[src/rtl/s2p_line_assembler_pkg.sv]
// rtl/s2p_line_assembler_pkg.sv - shared constants and state type for the line assembler
//   DEF_LINE_W / DEF_NUM_LINES : default line width and lines per word
//   WORD_W / CNT_W             : derived word width and line-counter width
//   state_t                    : COLLECT (accepting lines) / HOLD (final line parked)
package s2p_line_assembler_pkg;

  localparam int DEF_LINE_W    = 16;
  localparam int DEF_NUM_LINES = 16;
  localparam int WORD_W        = DEF_LINE_W * DEF_NUM_LINES;
  localparam int CNT_W         = $clog2(DEF_NUM_LINES);

  typedef enum logic {
    COLLECT = 1'b0,
    HOLD    = 1'b1
  } state_t;

endpackage

[src/rtl/s2p_out_reg.sv]
// rtl/s2p_out_reg.sv - output holding register with valid/ready handshake
//   clk, rst   : clock, synchronous active-high reset
//   load       : capture load_data and raise en
//   load_data  : word to capture
//   ready      : consumer accepts the held word this cycle
//   data, en   : held word and its valid flag
module s2p_out_reg
  import s2p_line_assembler_pkg::*;
#(
  parameter int W = WORD_W
) (
  input  logic         clk,
  input  logic         rst,
  input  logic         load,
  input  logic [W-1:0] load_data,
  input  logic         ready,
  output logic [W-1:0] data,
  output logic         en
);

  // A load wins over a drain on the same edge, so back-to-back words
  // keep en high with no bubble.
  always_ff @(posedge clk) begin
    if (rst) begin
      data <= '0;
      en   <= 1'b0;
    end else if (load) begin
      data <= load_data;
      en   <= 1'b1;
    end else if (ready) begin
      en   <= 1'b0;
    end
  end

endmodule

[src/rtl/s2p_line_assembler.sv]
// rtl/s2p_line_assembler.sv - reassembles NUM_LINES serial lines into one pixel word
//   clk, rst                        : clock, synchronous active-high reset
//   LINE_DATA/LINE_VALID/LINE_READY : incoming line stream
//   LINE_SOF                        : first-line marker (used only with S2P_SOF_CHECK_EN)
//   PIXEL_DATA_256/_EN/_READY       : assembled word stream
//   LINE_CNT                        : slot index of the next accepted line
//   SOF_ERR                         : sticky framing error (S2P_SOF_CHECK_EN, else 0)
// Build option: define S2P_SOF_CHECK_EN to enforce LINE_SOF framing.
module s2p_line_assembler
  import s2p_line_assembler_pkg::*;
#(
  parameter  int LINE_W    = DEF_LINE_W,
  parameter  int NUM_LINES = DEF_NUM_LINES,
  localparam int WORD_BITS = LINE_W * NUM_LINES,
  localparam int CNT_BITS  = (NUM_LINES > 1) ? $clog2(NUM_LINES) : 1
) (
  input  logic                 clk,
  input  logic                 rst,
  input  logic [LINE_W-1:0]    LINE_DATA,
  input  logic                 LINE_VALID,
  output logic                 LINE_READY,
  input  logic                 LINE_SOF,
  output logic [WORD_BITS-1:0] PIXEL_DATA_256,
  output logic                 PIXEL_DATA_EN,
  input  logic                 PIXEL_DATA_READY,
  output logic [CNT_BITS-1:0]  LINE_CNT,
  output logic                 SOF_ERR
);

  state_t               state;
  logic [CNT_BITS-1:0]  cnt;
  logic [WORD_BITS-1:0] asm_q;
  logic [WORD_BITS-1:0] merged;
  logic [WORD_BITS-1:0] load_data;
  logic [CNT_BITS-1:0]  slot;
  logic                 accept;
  logic                 outfree;
  logic                 sof_restart;
  logic                 sof_drop;
  logic                 write_en;
  logic                 final_line;
  logic                 load;

  assign LINE_READY = !rst && (state == COLLECT);
  assign accept     = LINE_VALID && LINE_READY;
  assign outfree    = !PIXEL_DATA_EN || PIXEL_DATA_READY;

`ifdef S2P_SOF_CHECK_EN
  // A misplaced SOF restarts the word at slot 0; a missing SOF at slot 0
  // means the line belongs to no word and is dropped.
  assign sof_restart = accept && LINE_SOF && (cnt != '0);
  assign sof_drop    = accept && !LINE_SOF && (cnt == '0);

  logic sof_err_q;
  always_ff @(posedge clk) begin
    if (rst) begin
      sof_err_q <= 1'b0;
    end else if (sof_restart || sof_drop) begin
      sof_err_q <= 1'b1;
    end
  end
  assign SOF_ERR = sof_err_q;
`else
  logic unused_sof;
  assign unused_sof  = LINE_SOF;
  assign sof_restart = 1'b0;
  assign sof_drop    = 1'b0;
  assign SOF_ERR     = 1'b0;
`endif

  assign slot       = sof_restart ? '0 : cnt;
  assign write_en   = accept && !sof_drop;
  assign final_line = write_en && (slot == CNT_BITS'(NUM_LINES - 1));

  // Assembly register with the incoming line dropped into its slot.
  always_comb begin
    merged = asm_q;
    for (int i = 0; i < NUM_LINES; i++) begin
      if (slot == CNT_BITS'(i)) begin
        merged[i*LINE_W +: LINE_W] = LINE_DATA;
      end
    end
  end

  // In HOLD the final line already sits in asm_q.
  assign load_data = (state == HOLD) ? asm_q : merged;
  assign load      = (state == HOLD) ? outfree : (final_line && outfree);

  always_ff @(posedge clk) begin
    if (rst) begin
      state <= COLLECT;
      cnt   <= '0;
      asm_q <= '0;
    end else begin
      case (state)
        COLLECT: begin
          if (write_en) begin
            asm_q <= merged;
            cnt   <= slot + CNT_BITS'(1);
            if (final_line && !outfree) begin
              state <= HOLD;
            end
          end
        end
        HOLD: begin
          if (outfree) begin
            state <= COLLECT;
          end
        end
        default: state <= COLLECT;
      endcase
    end
  end

  assign LINE_CNT = cnt;

  s2p_out_reg #(
    .W(WORD_BITS)
  ) u_out_reg (
    .clk      (clk),
    .rst      (rst),
    .load     (load),
    .load_data(load_data),
    .ready    (PIXEL_DATA_READY),
    .data     (PIXEL_DATA_256),
    .en       (PIXEL_DATA_EN)
  );

endmodule

[config.mk]
export PLATFORM = sky130hd
export DESIGN_NAME = s2p_line_assembler
export DESIGN_NICKNAME = d
export VERILOG_FILES = /design/src/rtl/s2p_line_assembler_pkg.sv /design/src/rtl/s2p_out_reg.sv /design/src/rtl/s2p_line_assembler.sv
export SDC_FILE = /design/constraint.sdc
export NUM_CORES = 1
export LEC_CHECK = 0
export CAP_MARGIN = 20
export CORE_UTILIZATION = 50
export DETAILED_ROUTE_END_ITERATION = 16
export PLACE_DENSITY = 0.88
export SLEW_MARGIN = 20
export SYNTH_ARGS = -nofsm -noshare
export SYNTH_HDL_FRONTEND = slang
export SYNTH_HIERARCHICAL = 1
export SYNTH_SLANG_ARGS = --single-unit
[constraint.sdc]
create_clock -name clk -period 2 [get_ports clk]
set_input_delay 0.3 -clock clk [delete_from_list [all_inputs] [get_ports clk]]
set_output_delay 0.3 -clock clk [all_outputs]
set_load 0.05 [all_outputs]
; Word-level counts from Yosys, hierarchy flattened
; Index checks and enable logic that the tools add are counted.
[totals]
ff_bits = 518
latchBits = 0
ram_bits = 0
rom_bits = 0
in_bits = 21
output_inout_bits = 263
wordCells = 58
n_memories = 0
[classes]
addsub = 1
n_mul = 0
div_mod_pow = 0
order_cmp = 0
n_eq_ne = 15
shift = 0
muxes = 24
bitwise = 1
n_reduce_logical = 12
[ops]
columns = operator, count
row1 = two-way mux 16 bit, 16
row2 = two-way mux 256 bit, 1
row3 = == test 4 bit (second input constant), 8
row4 = == test 4 x 3 -> 1 bit (second input constant), 4
row5 = == test 4 x 2 -> 1 bit (second input constant), 2
row6 = two-way mux 1 bit, 6
row7 = logical AND 1 bit, 5
row8 = adder 4 x 1 -> 4 bit (second input constant), 1
row9 = == test 4 x 1 -> 1 bit (second input constant), 1
row10 = logical NOT 4 bit, 1
row11 = logical NOT 1 bit, 3
row12 = case mux 1 bit (2 select lines), 1
row13 = AND reduction 2 bit, 1
row14 = nonzero test 2 bit, 1
row15 = logical OR 1 bit, 1
row16 = NOT 1 bit, 1

; Longest topological paths before layout
; Gate-level depths: netlist of run 1.
[depth]
ltp_word = 8
depth_mapped = 11
depth_no_buf = 7

; Cells and area by module
; The synthesis of run 1 kept the hierarchy.
[modules_own_cells]
columns = module, instances, cells_each, area_each_um2, seq_area_each_um2
row1 = s2p_line_assembler, 1, 1033, 12409.4, 5225.0
row2 = s2p_out_reg, 1, 830, 9232.6, 5144.9

; Least setup slack after synthesis of run 1
; No wires, ideal clock.
[synth_path]
path_kind = reg2reg
start = register cnt[0], in the netlist LINE_CNT[0]
end = register u_out_reg.data[223]
setup_ns = 0.128
arrival_time_ns = 2.340
required_ns = 1.872
setup_slack_ns = -0.467
stages_incl_launch_ff = 11
n_path_buf = 4
period_less_slack_ns = 2.467
path_cell_list = dfxtp_1 ha_1 and4bb_2 buf_2 a21oi_1 a21oi_1 buf_4 buf_12 buf_8 mux2i_1 nor2_1
[synth_via]
elab_chain_len = 4
elab_cells_between_ends = 7
classes_between = eq/ne: 2 / mux: 3 / reduce/logical: 2
[synth_rtl]
columns = element, line_no
row1 = start: declaration, s2p_line_assembler.sv:31  ; logic [CNT_BITS-1:0] cnt;
row2 = start signal: assignment, s2p_line_assembler.sv:99  ; cnt <= slot + CNT_BITS'(1);
row3 = == test 4 bit, s2p_line_assembler.sv:73  ; assign final_line = write_en && (slot == CNT_BITS'(NUM_LINES - 1));
row4 = logical AND 1 bit, s2p_line_assembler.sv:73
row5 = logical AND 1 bit, s2p_line_assembler.sv:87  ; assign load = (state == HOLD) ? outfree : (final_line && outfree);
row6 = two-way mux 1 bit, s2p_line_assembler.sv:87
row7 = net load, s2p_line_assembler.sv:42  ; logic load;
row8 = end signal: assignment, s2p_out_reg.sv:28  ; data <= load_data;
row9 = end: declaration, s2p_out_reg.sv:17  ; output logic [W-1:0] data,
; The timed path passes the listed nets, and every way through them passes these cells.
; A chain may end at the register's enable or synchronous reset.

; Final worst setup path of run 1
[layout_path]
start = register cnt[1], in the netlist LINE_CNT[1]
end = register u_out_reg.data[243]
; The elaborated chain is that of the path after synthesis.

==> impl_metrics.tcl, run 1 <==
set metrics [dict create \
    clkLatencyLatePin_ps 580 \
    avgSynthCellArea_um2 11.6 \
    synth.mux.area_fraction_pct 26.0 \
    antenna_found_initial 0 \
    final_core_util_pct 64.9 \
    slowest_stage "dfxtp_4" \
    status "complete, but fails checks" \
    h-tree-depth 2 \
    layout_setup_ws_ps -96.8 \
    cp.buffers_inverters 4 \
    rsz0062_at_grt "true" \
    drt_first_pass_iters 5 \
    grt_max_degree 118 \
    met1_length_um 26800 \
    hold_class "in -> reg" \
    setup-violations-final 71 \
    worstSetupPathType "reg -> reg" \
    core_um2 42300 \
    cp.required_ps 2450 \
    drc 0 \
    critical-path-top-delay-family "buffers and inverters" \
    crit_path_end_kind "register" \
    ys_warn_count 6 \
    io_pins 284 \
    syn-num-nets 1888 \
    synth_simple_gate_area_share_pct 6.77 \
    dr_total_vias 16300 \
    pwr-share-clk_pct 45.6 \
    synth_edf_count 0 \
    period_share_pct 105 \
    synth_ff_type "dfxtp_1" \
    clockBufferDepth 3 \
    post_synth_instance_area_um2 21600 \
    start_util_pct 51.1 \
    violations "setup timing" \
    swShare_pct 22.8 \
    drt-total-wl_um 62900 \
    ys_seq_elements 518 \
    grt_pass1_wl_um 93300 \
    wl_met2_um 30000 \
    hold_viol_final 0 \
    drt.antenna.violating_nets 0 \
    vdd_ir_drop_max_mv 0.638 \
    cp_max_fo 7 \
    hold_buffers 0 \
    max_freq_ghz 0.477 \
    fin_setup_tns_ps -1570 \
    cts-buffers-inserted 52 \
    yosys.area_share.adder_pct 0.231 \
    critical-path-max-stage-delay_ps 390 \
    clock_sinks 518 \
    avgViaCountPerCell 5.94 \
    antenna_cells 0 \
    yosysSeqAreaShare_pct 47.9 \
    placementRows 75 \
    grt.overflow.total 0 \
    topRoutingLayerUsed "met4" \
    die_area_um2 44100 \
    synth_top_family_by_area "multiplexers" \
    numPortBuffers 281 \
    layout-drive-gt1-share_pct 26.6 \
    seq_power_share_pct 48.5 \
    clockRootBuffer "clkbuf_16" \
    crit_chain "ha_4 -> and4bb_2 -> a21oi_2 -> a21oi_4 -> buf_6 -> buf_12 -> buf_12 -> buf_12 -> mux2i_2 -> nor2_1" \
    ys_types 41 \
    slew_headroom_pct 37.3 \
    grt_pass1_vias 16100 \
    cp_common_cell "buf_12" \
    max_cap_viol_count 0 \
    wl_met3_um 3960 \
    fin_nets 2153 \
    n_fill_cell 3030 \
    syn_to_final_growth_pct 27.0 \
    final.setup_skew_ps 10.1 \
    synth_xor_area_share_pct 0.0809 \
    tightest_slew_ps 941 \
    detailed_place_hpwl_um 37300 \
    p_leak_nw 11.3 \
    p_total_mw 21.5 \
    drv_slew 0 \
    drt-initial-drc-count 1171 \
    synthArstFlopShare_pct 0 \
    place_area_um2 25000 \
    dpl_worst_slack_ps -266 \
    internal_power_mw 16.6 \
    die_h_um 210 \
    syn_inst 1863 \
    synth_compound_area_share_pct 12.6 \
    power-per-cell-area_nw_per_um2 781 \
    wl_per_cell_um 22.9 \
    power_frac_comb_pct 6.0 \
    clk_pin_slew_ps 60 \
    startpoint_type "register" \
    die_w_um 210 \
    grt_usage_pct 26.9 \
    final_area_um2 27500 \
    arrival_ps 2550 \
    power.net_switching_mw 4.90 \
    min_period_ps 2100 \
    tritoncts "done" \
    gp_congestion 0.800 \
]
## layout by cell type (no fill, tap or decap), types with 4 or more instances in the layout
cell type | netlist | routed
a21oi_1 | 19 | 17
a21oi_2 | 14 | 14
a32o_1 | 240 | 240
buf_12 | 3 | 42
buf_16 | 0 | 8
buf_2 | 74 | 16
buf_4 | 19 | 64
buf_6 | 15 | 10
buf_8 | 24 | 12
clkbuf_1 | 71 | 10
clkbuf_16 | 0 | 64
clkbuf_8 | 0 | 15
clkinv_2 | 0 | 10
dfxtp_1 | 518 | 513
dfxtp_4 | 0 | 4
dlygate4sd2_1 | 0 | 257
ha_4 | 0 | 4
mux2_1 | 10 | 10
mux2_2 | 207 | 202
mux2_4 | 40 | 45
mux2i_1 | 257 | 230
mux2i_2 | 0 | 20
mux2i_4 | 0 | 7
nand2b_1 | 7 | 4
nand2b_4 | 1 | 4
nand3_1 | 16 | 16
nor2_1 | 261 | 260
nor2_4 | 9 | 12
nor3_4 | 4 | 4
o21ai_0 | 16 | 16
or2_1 | 4 | 4
## cell type report
cell class | instances | area, um2 | area share [%]
sequential | 518 | 10400 | 37.8
clock inverter | 14 | 126 | 0.460
inverter | 4 | 20.0 | 0.0728
timing repair buffer | 422 | 4470 | 16.3
clock buffer | 79 | 1600 | 5.80
multi-input combinational | 1130 | 10200 | 37.0
tap | 577 | 722 | 2.63
## routing by layer
layer  track usage (%)  vias to the layer above
li1                  -                     7354
met1              35.3                     8103
met2              44.9                      709
met3              3.92                      135
met4              10.4                        0
met5                 0                        -
## synth_stat cells (2+ instances only)
| library cell | instances | area [um2] |
|---|---|---|
| nand2b_1 | 7 | 43.8 |
| buf_4 | 19 | 143 |
| mux2_1 | 10 | 113 |
| buf_6 | 15 | 169 |
| dfxtp_1 | 518 | 10400 |
| nor2_4 | 9 | 101 |
| a32o_1 | 240 | 2400 |
| and3b_2 | 2 | 20.0 |
| nand3_1 | 16 | 80.1 |
| xnor2_1 | 2 | 17.5 |
| inv_1 | 4 | 15.0 |
| a21oi_1 | 19 | 95.1 |
| buf_12 | 3 | 60.1 |
| buf_8 | 24 | 360 |
| nor2_2 | 3 | 18.8 |
| clkbuf_1 | 71 | 267 |
| a21oi_2 | 14 | 123 |
| o21ai_0 | 16 | 80.1 |
| nor2_1 | 261 | 980 |
| nor3_4 | 4 | 65.1 |
| mux2i_1 | 257 | 2570 |
| buf_1 | 5 | 18.8 |
| or2_1 | 4 | 25.0 |
| nor2b_4 | 2 | 27.5 |
| buf_2 | 74 | 370 |
| ha_1 | 4 | 50.1 |
| mux2_4 | 40 | 601 |
| mux2_2 | 207 | 2330 |
## metrics by stage
| step | cells | hold WS (ps) |
|---|---|---|
| detailed placement | 2609 | 450 |
| global route | 2744 | 183 |
| finish | 2744 | 190 |
| global placement | 2609 | 439 |
| CTS | 2717 | 147 |
| floorplan | 1863 | 374 |
## flip-flops by register name, summed over array words and instances (netlist names)
register	flops
u_out_reg/data	256
state	1
asm_q	256
u_out_reg/en	1
LINE_CNT	4
## power groups by stage
stage,Clock [mW],Sequential (mW),Combinational [mW]
floorplan,0,10.6,0.692
global placement,0,10.6,1.09
global route,10.3,10.4,1.34
CTS,9.87,10.4,1.18
detailed placement,0,10.6,1.11
finish,9.78,10.4,1.28
## worst paths after layout
path,start,endpoint,slack (ps),cells after the start
worst min register to register,asm_q[73],asm_q[73],460,1
worst max-delay path,LINE_CNT[1],u_out_reg/data[243],-100,10
worst min-delay path,LINE_DATA[3],asm_q[211],190,2
worst max register to register,LINE_CNT[1],u_out_reg/data[243],-100,10
## cells by family (layout without fill, tap and decap cells)
family,Yosys count,after routing
flops,518,518
mux,514,514
simple gates,319,319
compound gates,290,290
buf+inv,215,519
fa+ha+maj,4,4
xor+xnor,2,2
other cells,1,1
## timing repair
| action | 4_1_cts | 5_1_grt |
|---|---|---|
| gates resized for setup | 283 | 76 |
| endpoints found under the setup margin | 339 | 306 |
| gates cloned | 7 | 10 |
| pin swaps | 1 | 6 |
| buffers inserted | 8 | 20 |
Power figures use the tool's default switching activity.
==> run 2: changes to the inputs <==
--- a/config.mk
+++ b/config.mk
@@ -7,6 +7,7 @@
 export LEC_CHECK = 0
 export CAP_MARGIN = 20
 export CORE_UTILIZATION = 50
+export CTS_BUF_LIST = sky130_fd_sc_hd__clkbuf_16
 export DETAILED_ROUTE_END_ITERATION = 16
 export PLACE_DENSITY = 0.88
 export SLEW_MARGIN = 20
==> impl_metrics.tcl, run 2 (synthesis gave the netlist of run 1 again) <==
set metrics [dict create \
    layout-drive-gt1-share_pct 25.9 \
    dr_total_vias 16400 \
    layout_setup_ws_ps -137 \
    period_share_pct 107 \
    cp_common_cell "buf_12" \
    p_total_mw 20.9 \
    wl_met2_um 30200 \
    final.setup_skew_ps 11.0 \
    placementRows 75 \
    p_leak_nw 11.4 \
    h-tree-depth 2 \
    drt_first_pass_iters 7 \
    tightest_slew_ps 992 \
    antenna_found_initial 0 \
    grt_pass1_wl_um 92200 \
    startpoint_type "register" \
    grt_max_degree 118 \
    fin_nets 2160 \
    drv_slew 0 \
    drt.antenna.violating_nets 0 \
    slew_headroom_pct 33.9 \
    layout_commonest_cell "dfxtp_1" \
    clk_pin_slew_ps 70 \
    avgViaCountPerCell 5.97 \
    drt-total-wl_um 63700 \
    topRoutingLayerUsed "met4" \
    max_freq_ghz 0.468 \
    crit_path_end_kind "register" \
    status "complete, but fails checks" \
    clkLatencyLatePin_ps 590 \
    fin_setup_tns_ps -1780 \
    tritoncts "done" \
    rsz0062_at_grt "true" \
    min_period_ps 2140 \
    grt_usage_pct 26.5 \
    clockBufferDepth 3 \
    dp_cells 2609 \
    syn_to_final_growth_pct 27.8 \
    cp.required_ps 2440 \
    die_area_um2 44100 \
    wl_met3_um 4050 \
    clockRootBuffer "clkbuf_16" \
    detailed_place_hpwl_um 37300 \
    cts-buffers-inserted 52 \
    final_cell_count_no_fill 2751 \
    hold_buffers 0 \
    setup-violations-final 44 \
    dpl_worst_slack_ps -266 \
    hold_viol_final 0 \
    drt-initial-drc-count 1290 \
    numPortBuffers 281 \
    cp_max_fo 8 \
    layout_common_cells "dfxtp_1, nor2_1, dlygate4sd2_1, a32o_1, mux2i_1" \
    die_w_um 210 \
    start_util_pct 51.1 \
    drc 0 \
    wl_per_cell_um 23.2 \
    grt.overflow.total 0 \
    core_um2 42300 \
    violations "setup timing" \
    power-per-cell-area_nw_per_um2 756 \
    met1_length_um 27300 \
    die_h_um 210 \
    hold_class "in -> reg" \
    grt_pass1_vias 16100 \
    vdd_ir_drop_max_mv 0.631 \
    worstSetupPathType "reg -> reg" \
    crit_chain "buf_6 -> inv_6 -> ha_4 -> nand2b_4 -> buf_12 -> nor3_4 -> buf_12 -> buf_12 -> mux2_2 -> mux2i_1 -> nor2_1" \
    critical-path-max-stage-delay_ps 370 \
    io_pins 284 \
    r2r_slack_ps -140 \
    arrival_ps 2580 \
    gp_congestion 0.800 \
    slowest_stage "dfxtp_4" \
    max_cap_viol_count 0 \
    clock_sinks 518 \
    antenna_cells 0 \
]
run 2: worst paths after layout:
path,endpoint,cells after the start,from
max,u_out_reg/data[3],11,LINE_CNT[1]
min,asm_q[211],2,LINE_DATA[3]
max reg2reg,u_out_reg/data[3],11,LINE_CNT[1]
min reg2reg,asm_q[73],1,asm_q[73]
run 2: cell type report:
type / instances / area (um2)
fill: 3021 / 14700
sequential: 518 / 10400
multi-input combinational: 1130 / 10400
timing repair buffer: 429 / 4590
clock buffer: 54 / 1350
tap: 577 / 722
clock inverter: 39 / 220
inverter: 4 / 23.8
run 2: timing repair:
action                                  CTS  global route
setup buffers                             6            21
cloned                                    3            21
pin swaps                                 0            11
endpoints found under the setup margin  333           251
resized for setup                       265           139
run 2: metal layers:
metal	vias to the layer above	track usage (%)
met5	-	0
met4	0	10.2
met3	139	3.80
met2	766	44.2
met1	8157	34.8
li1	7367	-
run 2: through the flow:
step | utilization [%] | hold WS, ps | area (um2)
after floorplan | - | 374 | 21700
after global placement | 59.1 | 439 | 25000
after detailed placement | 59.1 | 450 | 25000
after CTS | 62.5 | 149 | 26500
after global routing | 65.3 | 189 | 27600
final | 65.3 | 206 | 27600
run 2: where the power goes:
part	total, mW	switching, mW	internal (mW)
clock	9.11	4.01	5.10
sequential	10.4	0.0405	10.4
combinational	1.38	0.844	0.537
total	20.9	4.89	16.0
run 2: critical path: cells and delay by family (launching register included):
family,cells,cell delay (ps)
buffers and inverters,5,600
muxes,2,540
DFF,1,370
and+or+nand+nor,3,340
adders and majority gates,1,150
